`config.mk`:
```
export PLATFORM = sky130hd
export DESIGN_NAME = inst_decode_queue
export DESIGN_NICKNAME = d
export VERILOG_FILES = /design/src/rtl/inst_decode_queue_pkg.sv /design/src/rtl/inst_predecode.sv /design/src/rtl/inst_decode_queue.sv
export SDC_FILE = /design/constraint.sdc
export NUM_CORES = 1
export LEC_CHECK = 0
export BUFFER_PORTS_ARGS = -buffer_cell sky130_fd_sc_hd__buf_4
export CORE_MARGIN = 10
export CORE_UTILIZATION = 30
export CTS_CLUSTER_DIAMETER = 150
export CTS_CLUSTER_SIZE = 24
export DETAILED_ROUTE_END_ITERATION = 7
export PLACE_DENSITY = 0.51
export SLEW_MARGIN = 20
export SYNTH_ARGS = -nofsm -noshare
export SYNTH_HDL_FRONTEND = slang
export SYNTH_SLANG_ARGS = --single-unit
```
`constraint.sdc`:
```
create_clock -name clk_i -period 5.2 [get_ports clk_i]
set_input_delay 0.26 -clock clk_i [delete_from_list [all_inputs] [get_ports clk_i]]
set_output_delay 0.26 -clock clk_i [all_outputs]
set_load 0.05 [all_outputs]
```
`src/rtl/inst_decode_queue_pkg.sv`:
```
// Shared instruction encodings for the fetch/decode boundary: opcodes, exception
// causes, format classes, raw-instruction views and the pre-decoded queue entry.
package inst_decode_queue_pkg;

  typedef enum logic [6:0] {
    OP_LOAD     = 7'b0000011,
    OP_LOAD_FP  = 7'b0000111,
    OP_FENCE    = 7'b0001111,
    OP_ALU_I    = 7'b0010011,
    OP_AUIPC    = 7'b0010111,
    OP_ALU_I_W  = 7'b0011011,
    OP_STORE    = 7'b0100011,
    OP_STORE_FP = 7'b0100111,
    OP_BS       = 7'b0101011,
    OP_ATOMICS  = 7'b0101111,
    OP_ALU      = 7'b0110011,
    OP_LUI      = 7'b0110111,
    OP_ALU_W    = 7'b0111011,
    OP_FMADD    = 7'b1000011,
    OP_FMSUB    = 7'b1000111,
    OP_FNMSUB   = 7'b1001011,
    OP_FNMADD   = 7'b1001111,
    OP_FP       = 7'b1010011,
    OP_V        = 7'b1010111,
    OP_BRANCH   = 7'b1100011,
    OP_JALR     = 7'b1100111,
    OP_JAL      = 7'b1101111,
    OP_SYSTEM   = 7'b1110011
  } opcode_t;

  typedef enum logic [7:0] {
    INSTR_ADDR_MISALIGNED = 8'h00,
    INSTR_ACCESS_FAULT    = 8'h01,
    ILLEGAL_INSTR         = 8'h02,
    CAUSE_NONE            = 8'hFF
  } ex_cause_t;

  typedef enum logic [2:0] {
    FMT_R  = 3'd0,
    FMT_R4 = 3'd1,
    FMT_I  = 3'd2,
    FMT_S  = 3'd3,
    FMT_B  = 3'd4,
    FMT_U  = 3'd5,
    FMT_J  = 3'd6,
    FMT_V  = 3'd7
  } inst_fmt_t;

  typedef struct packed {
    logic [6:0] func7;
    logic [4:0] rs2;
    logic [4:0] rs1;
    logic [2:0] func3;
    logic [4:0] rd;
    logic [6:0] opcode;
  } r_type_t;

  typedef struct packed {
    logic [4:0] rs3;
    logic [1:0] funct2;
    logic [4:0] rs2;
    logic [4:0] rs1;
    logic [2:0] func3;
    logic [4:0] rd;
    logic [6:0] opcode;
  } r4_type_t;

  typedef struct packed {
    logic [11:0] imm;
    logic [4:0]  rs1;
    logic [2:0]  func3;
    logic [4:0]  rd;
    logic [6:0]  opcode;
  } i_type_t;

  typedef struct packed {
    logic [6:0] imm_hi;
    logic [4:0] rs2;
    logic [4:0] rs1;
    logic [2:0] func3;
    logic [4:0] imm_lo;
    logic [6:0] opcode;
  } s_type_t;

  typedef struct packed {
    logic [19:0] imm;
    logic [4:0]  rd;
    logic [6:0]  opcode;
  } u_type_t;

  typedef union packed {
    r_type_t     r;
    r4_type_t    r4;
    i_type_t     i;
    s_type_t     s;
    u_type_t     u;
    logic [31:0] raw;
  } instruction_t;

  // Immediate is held at the widest XLEN; narrower builds take the low bits.
  typedef struct packed {
    logic [6:0]  opcode;
    inst_fmt_t   fmt;
    logic [4:0]  rd;
    logic [4:0]  rs1;
    logic [4:0]  rs2;
    logic [4:0]  rs3;
    logic [2:0]  func3;
    logic [6:0]  func7;
    logic [63:0] imm;
    logic        ex_valid;
    ex_cause_t   cause;
  } entry_t;

  function automatic logic [63:0] sext32(input logic [31:0] v);
    return {{32{v[31]}}, v};
  endfunction

endpackage

```
`src/rtl/inst_predecode.sv`:
```
// Combinational pre-decode of one raw instruction into a queue entry.
// Zero latency, no state, no flow control.
module inst_predecode
  import inst_decode_queue_pkg::*;
#(
  parameter bit EN_BS = 1'b1,
  parameter bit EN_V  = 1'b1,
  parameter bit EN_FP = 1'b1
) (
  input  logic [31:0] inst_i,
  input  logic [1:0]  pc_lo_i,
  input  logic        fault_i,
  output entry_t      entry_o
);

  instruction_t ins;
  inst_fmt_t    fmt;
  logic         legal;
  logic [31:0]  imm_i, imm_s, imm_b, imm_u, imm_j, imm32;

  assign ins = inst_i;

  assign imm_i = {{20{inst_i[31]}}, ins.i.imm};
  assign imm_s = {{20{inst_i[31]}}, ins.s.imm_hi, ins.s.imm_lo};
  assign imm_b = {{19{inst_i[31]}}, inst_i[31], inst_i[7], inst_i[30:25], inst_i[11:8], 1'b0};
  assign imm_u = {ins.u.imm, 12'b0};
  assign imm_j = {{11{inst_i[31]}}, inst_i[31], inst_i[19:12], inst_i[20], inst_i[30:21], 1'b0};

  always_comb begin
    fmt   = FMT_R;
    legal = 1'b1;
    case (ins.r.opcode)
      OP_ALU, OP_ALU_W, OP_ATOMICS:            fmt = FMT_R;
      OP_FP:                                   begin fmt = FMT_R;  legal = EN_FP; end
      OP_FMADD, OP_FMSUB, OP_FNMSUB, OP_FNMADD: begin fmt = FMT_R4; legal = EN_FP; end
      OP_LOAD, OP_ALU_I, OP_ALU_I_W, OP_JALR, OP_FENCE, OP_SYSTEM: fmt = FMT_I;
      OP_LOAD_FP:                              begin fmt = FMT_I;  legal = EN_FP; end
      OP_BS:                                   begin fmt = FMT_I;  legal = EN_BS; end
      OP_STORE:                                fmt = FMT_S;
      OP_STORE_FP:                             begin fmt = FMT_S;  legal = EN_FP; end
      OP_BRANCH:                               fmt = FMT_B;
      OP_LUI, OP_AUIPC:                        fmt = FMT_U;
      OP_JAL:                                  fmt = FMT_J;
      OP_V:                                    begin fmt = FMT_V;  legal = EN_V; end
      default:                                 legal = 1'b0;
    endcase
  end

  always_comb begin
    case (fmt)
      FMT_I:   imm32 = imm_i;
      FMT_S:   imm32 = imm_s;
      FMT_B:   imm32 = imm_b;
      FMT_U:   imm32 = imm_u;
      FMT_J:   imm32 = imm_j;
      default: imm32 = 32'd0;
    endcase
  end

  always_comb begin
    entry_o.opcode = ins.r.opcode;
    entry_o.fmt    = fmt;
    entry_o.rd     = ins.r.rd;
    entry_o.rs1    = ins.r.rs1;
    entry_o.rs2    = ins.r.rs2;
    entry_o.rs3    = ins.r4.rs3;
    entry_o.func3  = ins.r.func3;
    entry_o.func7  = ins.r.func7;
    entry_o.imm    = sext32(imm32);
    // Fetch-side faults outrank decode legality.
    if (pc_lo_i != 2'b00)
      entry_o.cause = INSTR_ADDR_MISALIGNED;
    else if (fault_i)
      entry_o.cause = INSTR_ACCESS_FAULT;
    else if ((inst_i[1:0] != 2'b11) || !legal)
      entry_o.cause = ILLEGAL_INSTR;
    else
      entry_o.cause = CAUSE_NONE;
    entry_o.ex_valid = (entry_o.cause != CAUSE_NONE);
  end

endmodule

```
`src/rtl/inst_decode_queue.sv`:
```
// Pre-decoding FIFO between fetch and decode; push to head visibility is one cycle.
// in_ready_o drops when full (no pass-through); flush empties the queue next cycle.
module inst_decode_queue
  import inst_decode_queue_pkg::*;
#(
  parameter int XLEN  = 64,
  parameter int DEPTH = 4,
  parameter bit EN_BS = 1'b1,
  parameter bit EN_V  = 1'b1,
  parameter bit EN_FP = 1'b1
) (
  input  logic                       clk_i,
  input  logic                       rst_i,
  input  logic                       flush_i,
  input  logic                       in_valid_i,
  output logic                       in_ready_o,
  input  logic [31:0]                in_inst_i,
  input  logic [XLEN-1:0]            in_pc_i,
  input  logic                       in_fault_i,
  output logic                       out_valid_o,
  input  logic                       out_ready_i,
  output logic [XLEN-1:0]            out_pc_o,
  output logic [6:0]                 out_opcode_o,
  output logic [2:0]                 out_fmt_o,
  output logic [4:0]                 out_rd_o,
  output logic [4:0]                 out_rs1_o,
  output logic [4:0]                 out_rs2_o,
  output logic [4:0]                 out_rs3_o,
  output logic [2:0]                 out_func3_o,
  output logic [6:0]                 out_func7_o,
  output logic [XLEN-1:0]            out_imm_o,
  output logic                       out_ex_valid_o,
  output logic [XLEN-1:0]            out_ex_cause_o,
  output logic [$clog2(DEPTH):0]     count_o
);

  localparam int PW = $clog2(DEPTH);
  localparam int CW = PW + 1;
  localparam logic [CW-1:0] FULL_CNT = CW'(DEPTH);

  entry_t          mem    [DEPTH];
  logic [XLEN-1:0] pc_mem [DEPTH];
  logic [PW-1:0]   wr_ptr, rd_ptr;
  logic [CW-1:0]   count;
  entry_t          new_entry, head;
  logic            push, pop;

  inst_predecode #(.EN_BS(EN_BS), .EN_V(EN_V), .EN_FP(EN_FP)) u_predecode (
    .inst_i  (in_inst_i),
    .pc_lo_i (in_pc_i[1:0]),
    .fault_i (in_fault_i),
    .entry_o (new_entry)
  );

  assign in_ready_o  = (count < FULL_CNT);
  assign out_valid_o = (count != '0);
  assign push        = in_valid_i & in_ready_o & ~flush_i;
  assign pop         = out_valid_o & out_ready_i & ~flush_i;
  assign count_o     = count;

  always_ff @(posedge clk_i or posedge rst_i) begin
    if (rst_i) begin
      wr_ptr <= '0;
      rd_ptr <= '0;
      count  <= '0;
    end else if (flush_i) begin
      wr_ptr <= '0;
      rd_ptr <= '0;
      count  <= '0;
    end else begin
      if (push) wr_ptr <= wr_ptr + 1'b1;
      if (pop)  rd_ptr <= rd_ptr + 1'b1;
      if (push && !pop)      count <= count + 1'b1;
      else if (pop && !push) count <= count - 1'b1;
    end
  end

  // Payload storage carries no reset; validity lives entirely in count.
  always_ff @(posedge clk_i) begin
    if (push) begin
      mem[wr_ptr]    <= new_entry;
      pc_mem[wr_ptr] <= in_pc_i;
    end
  end

  assign head           = mem[rd_ptr];
  assign out_pc_o       = pc_mem[rd_ptr];
  assign out_opcode_o   = head.opcode;
  assign out_fmt_o      = head.fmt;
  assign out_rd_o       = head.rd;
  assign out_rs1_o      = head.rs1;
  assign out_rs2_o      = head.rs2;
  assign out_rs3_o      = head.rs3;
  assign out_func3_o    = head.func3;
  assign out_func7_o    = head.func7;
  assign out_imm_o      = head.imm[XLEN-1:0];
  assign out_ex_valid_o = head.ex_valid;
  assign out_ex_cause_o = {{(XLEN-8){1'b0}}, head.cause};

endmodule

```
* Yosys cells after proc, flatten, opt, wreduce, memory -nomap -nowiden
Memory sizes are Yosys's and may differ from the RTL's.
Index checks and enable logic that the tools add are counted.
** Cells by class
- $add $sub $neg :: 4
- $lt $le $gt $ge :: 1
- Equal/unequal tests :: 30
- Mux-type cells :: 15
- Bitwise gates (word level) :: 5
- Reduce and logical (&&, ||, !) cells :: 16
** Operators with widths (number)
- $pmux 32 s5 :: 1
- $eq 7x7->1 const B :: 10
- $eq 7x6->1 const B :: 7
- $mux 8 :: 3
- $reduce_or 23->1 :: 1
- $eq 7x5->1 const B :: 3
- $pmux 3 s7 :: 1
- $eq 3x3->1 const B :: 3
- $mux 3 :: 3
- $mux 2 :: 4
- $ne 8x8->1 const B :: 1
- $reduce_or 8->1 :: 1
- $eq 7x2->1 const B :: 1
- $eq 7x3->1 const B :: 1
- $eq 7x4->1 const B :: 1
- $eq 3x2->1 const B :: 2
- $reduce_bool 2->1 :: 3
- $reduce_bool 3->1 :: 2
- $add 2x1->2 const B :: 2
- $and 1x1->1 :: 4
- $reduce_or 2->1 :: 2
- $reduce_or 4->1 :: 1
- $add 3x1->3 const B :: 1
- $logic_not 1->1 :: 3
- other kinds (7) :: 10
** Storage, ports and cells
- Flip-flop bits (word level) :: 7
- Bits in writable memories :: 708
- Input bits :: 102
- Memories kept :: 2
** Memory list
- mem :: depth 4, width 113, read ports 1, clocked after Yosys merged registers in 0, write ports 1, RTL line inst_decode_queue.sv:41 : entry_t mem [DEPTH];
- pc_mem :: depth 4, width 64, read ports 1, clocked after Yosys merged registers in 0, write ports 1, RTL line inst_decode_queue.sv:42 : logic [XLEN-1:0] pc_mem [DEPTH];

* Depth between registers and ports, before layout
- Depth after elaboration :: 9
- Depth in mapped cells :: 7

* Modules after synthesis
From an unflattened synthesis, not the netlist that was laid out.
** Second synthesis, totals
- Cells, all modules :: 1254
- Area total of the unflattened synthesis :: 27951.8 µm²
** By module, submodules not included
- inst_decode_queue :: times used 1, cells each 1040, area an instance 26471.6 µm²
- inst_predecode :: times used 1, cells each 214, area an instance 1480.2 µm²

* Least setup slack after synthesis
Ideal clock, no wire load.
- Path type :: register to register
- From :: register count[2], in the netlist count_o[2]
- To :: memory mem[0][0] (netlist name), enable pin
- Library setup time :: 0.511 ns
- Data arrival time :: 4.343 ns
- Setup slack :: 0.347 ns
- Stages on the path, launching flop included :: 4
- Clock period less this slack :: 4.853 ns
- Cells stage by stage :: dfrtp_1 -> nor2b_1 -> nor2b_1 -> and2_1
** Between the ends
- Longest elaborated chain between the ends :: 5
** Ends and longest elaborated chain
- start: declaration :: RTL line inst_decode_queue.sv:44 : logic [CW-1:0] count;
- start signal: assignment :: RTL line inst_decode_queue.sv:73 : if (push && !pop) count <= count + 1'b1;
- start signal: assignment :: RTL line inst_decode_queue.sv:74 : else if (pop && !push) count <= count - 1'b1;
- $lt 3x3->1 :: RTL line inst_decode_queue.sv:55 : assign in_ready_o = (count < FULL_CNT);
- $and 1x1->1 (2 in a row) :: RTL line inst_decode_queue.sv:57 : assign push = in_valid_i & in_ready_o & ~flush_i;
- $mux 1 :: RTL line inst_decode_queue.sv:80 : if (push) begin
- $mux 1 (not written as such) :: RTL line inst_decode_queue.sv:81 : mem[wr_ptr] <= new_entry;
- end: declaration :: RTL line inst_decode_queue.sv:41
No other way between the ends.

* Worst setup path after layout
- From :: register rd_ptr[0]
- To :: output out_func7_o[4]
** Between the ends
- Longest elaborated chain between the ends :: 1
** Ends and longest elaborated chain
- start: declaration :: RTL line inst_decode_queue.sv:43 : logic [PW-1:0] wr_ptr, rd_ptr;
- start signal: assignment :: RTL line inst_decode_queue.sv:72 : if (pop) rd_ptr <= rd_ptr + 1'b1;
- $mem_v2 4x113
- end: declaration :: RTL line inst_decode_queue.sv:30 : output logic [6:0] out_func7_o,
No other way between the ends.

==> results.yml <==
critical_path:
  path_buf_inv: 2
  cp_max_fo: 41
  cp_slowest_cell: "dfrtp_4"
  crit_family: "flip-flops"
  worst_path_most_repeated_cell: "buf_4"
  slowest_delay_ns: 1.05
  path_cells: "buf_4 -> mux4_2 -> buf_4"
  reg2reg_setup_slack_ns: 2.50
  r2r-start: "count_o[2]"
  required_ns: 4.94
  rr_worst_depth: 4
  worstPathArrival_ns: 2.99
  start_kind: "register"
  worstSetupPathType: "register to output port"
  endpoint_kind: "output port"
  r2r-end: "pc_mem[1][48]"
timing:
  finalMaxSlewViolations: 0
  timing.final.crit_share_pct: 62.6
  tightest_slew_ns: 1.10
  rsz0062_at_grt: "no"
  final.setup.tns_ns: 0
  fin_crit_ns: 3.25
  holdWs_ns: 0.0625
  setup_violations: 0
  fmax_ghz: 0.307
  hold_violations: 0
  skew_ns: 0.0297
  slew_headroom_pct: 26.2
power_and_ir_drop:
  swShare_pct: 39.1
  p_leak_uw: 0.00865
  seq_power_share_pct: 41.7
  power.switching_uw: 5050
  combinationalPowerShare_pct: 40.8
  clkPwrFrac_pct: 17.5
  p_total_uw: 12900
  p_int_uw: 7850
  powerDensity_mw_per_mm2: 497
  vdd_drop_max_mv: 0.355
logic_synthesis:
  syn_inst: 988
  synthFlopType: "edfxtp_1"
  synth_area_mm2: 0.0215
  ys_async_sr_fraction_pct: 1.28
  synth.distinct_cells: 59
  synthTopCellsByCount: "edfxtp_1, mux4_2, buf_4"
  synth_most_common_cell: "edfxtp_1"
  ys_seq_area_share_pct: 76.3
  synth_top_area_share_pct: 75.5
  synth_edf_count: 540
  ys_seq_elements: 547
  synth.area.top_cells: "edfxtp_1, mux4_2, buf_4"
  synth_largest_area_cell: "edfxtp_1"
  yosysWarnings: 0
  synth_area_per_cell_um2: 21.7
floorplanning:
  io_pins: 340
  core_mm2: 0.0712
  die_w_um: 288
  dieArea_mm2: 0.0827
  row_count: 98
  initial_core_util_pct: 30.1
  dieHeight_um: 288
detailed_routing:
  drt_iter0_drc: 629
  drt_pass1_iterations: 5
  wl_per_cell_um: 22.4
  vias_per_cell: 4.50
  num_vias: 10275
  wl_mm: 51.1
  drc_errors: 0
  drtAntennaViolNets: 0
placed_design:
  finalWeightedCongestion: 0.723
  io_buffers: 283
  hpwl_mm: 31.6
  dp.cells: 2152
  placed_area_mm2: 0.0243
global_routing:
  use_met1_pct: 15.0
  grt_max_degree: 90
  grt_overflow: 0
  antenna_found_initial: 2
  grt.busiest_layer: "met2"
  grtUsageTotal_pct: 12.0
  grt_util_met3_pct: 2.21
  grt_pass1_wl_mm: 75.5
  use_met2_pct: 21.5
  grt_pass1_vias: 11342
layout:
  fin_nets: 1430
  area_delta_synth_final_pct: 20.8
  layout-drive-gt1-share_pct: 36.2
  fill_cells: 6567
  finalInstanceArea_mm2: 0.0259
  layout.cells.non_filler: 2284
min_path:
  min_path_cells: 2
  hold_path.startpoint: "in_fault_i"
  worstHoldPathType: "input pin to register"
  holdPathEnd: "mem[2][1]"
cts:
  clkLatencyLatePin_ns: 0.60
  cts_tree: "built"
  cts.sinks: 547
  clk_pin_slew_worst_paths_ns: 0.10
  cts_inserted_buffers: 26
  htreeDepth: 1
  post-cts-setup-buffers: 0
  clk_path_buf_depth: 3
  cts-root-buf: "clkbuf_16"
run:
  maxCapViolCount: 0
run_status:
  status: "finished, final reports clean"
[routing by layer]
metal  vias to the layer above  share of wire [%]
li1                       4529                  -
met1                      5470                 41
met2                       226                 52
met3                        46                4.9
met4                         4                1.7
met5                         -              0.041
[cells in the final DEF, fill, tap and decap left out, types with 3 or more instances in the layout]
master	count
buf_4	296
dfrtp_1	5
nand2_1	21
mux4_2	135
conb_1	56
inv_1	13
nor3_1	3
a21o_1	12
and2_1	12
nor2b_1	5
dlygate4sd3_1	93
o21ai_1	4
clkbuf_1	9
ha_1	4
o21ai_0	5
o311ai_1	8
nand2b_1	4
nor2_1	15
xnor2_1	3
and2_4	4
a21oi_1	5
buf_12	6
clkbuf_16	27
edfxtp_1	540
[sequential cells by signal (all words and copies together), names as in the netlist]
register,count
count_o,3
mem,284
pc_mem,256
rd_ptr,2
wr_ptr,2
[worst max path at each step]
stage / startpoint / end / slack [ns] / cells past startpoint
5_1_grt: rd_ptr[0] / out_rs3_o[2] / 1.61 / 3
3_3_place_gp: rd_ptr[0] / out_func7_o[3] / 2.43 / 3
3_5_place_dp: rd_ptr[0] / out_func7_o[4] / 2.42 / 3
6_report: rd_ptr[0] / out_func7_o[4] / 1.95 / 3
4_1_cts: rd_ptr[0] / out_func7_o[4] / 1.74 / 3
2_1_floorplan: count_o[2] / mem[0][0] / 0.35 / 3
[area by class of cell]
type / instances / area [µm²] / area share [%]
diodes: 2 / 5.00 / 0.0193
clock buffers: 36 / 709 / 2.74
clock inverters: 1 / 7.51 / 0.0290
inverters: 14 / 52.6 / 0.203
multi-input cells: 339 / 4300 / 16.6
flip-flops and latches: 547 / 16400 / 63.2
well taps: 950 / 1190 / 4.58
repair buffers: 395 / 3270 / 12.6
[timing repair]
item,in CTS,in global routing
hold buffers,93,0
hold endpoints to repair,387,0
resized for setup,0,0
[power by group through the flow]
stage	Combinational, µW	Sequential (µW)	Clock (µW)
floorplan	4010	5400	0
global placement	5310	5480	0
detailed placement	5310	5490	0
CTS	5380	5390	2400
global route	5510	5430	2560
finish	5260	5370	2260
[cell families after synthesis]
| family | after synthesis | synth area share [%] |
|---|---|---|
| DFF | 547 | 76.3 |
| buffers and inverters | 157 | 4.69 |
| other | 1 | 0.0175 |
| adders and majority gates | 5 | 0.326 |
| xor gates and xnor gates | 5 | 0.204 |
| muxes | 137 | 14.3 |
| AOI/OAI and AO/OA | 57 | 2.17 |
| and+or+nand+nor | 79 | 1.96 |
[through the flow]
step	setup WS (ns)	util [%]
after floorplan	0.347	-
after global placement	2.43	34.1
after detailed placement	2.42	34.1
after CTS	1.74	36.4
after global routing	1.61	36.4
final	1.95	36.4
No activity file was read; power rests on OpenSTA's default activity.
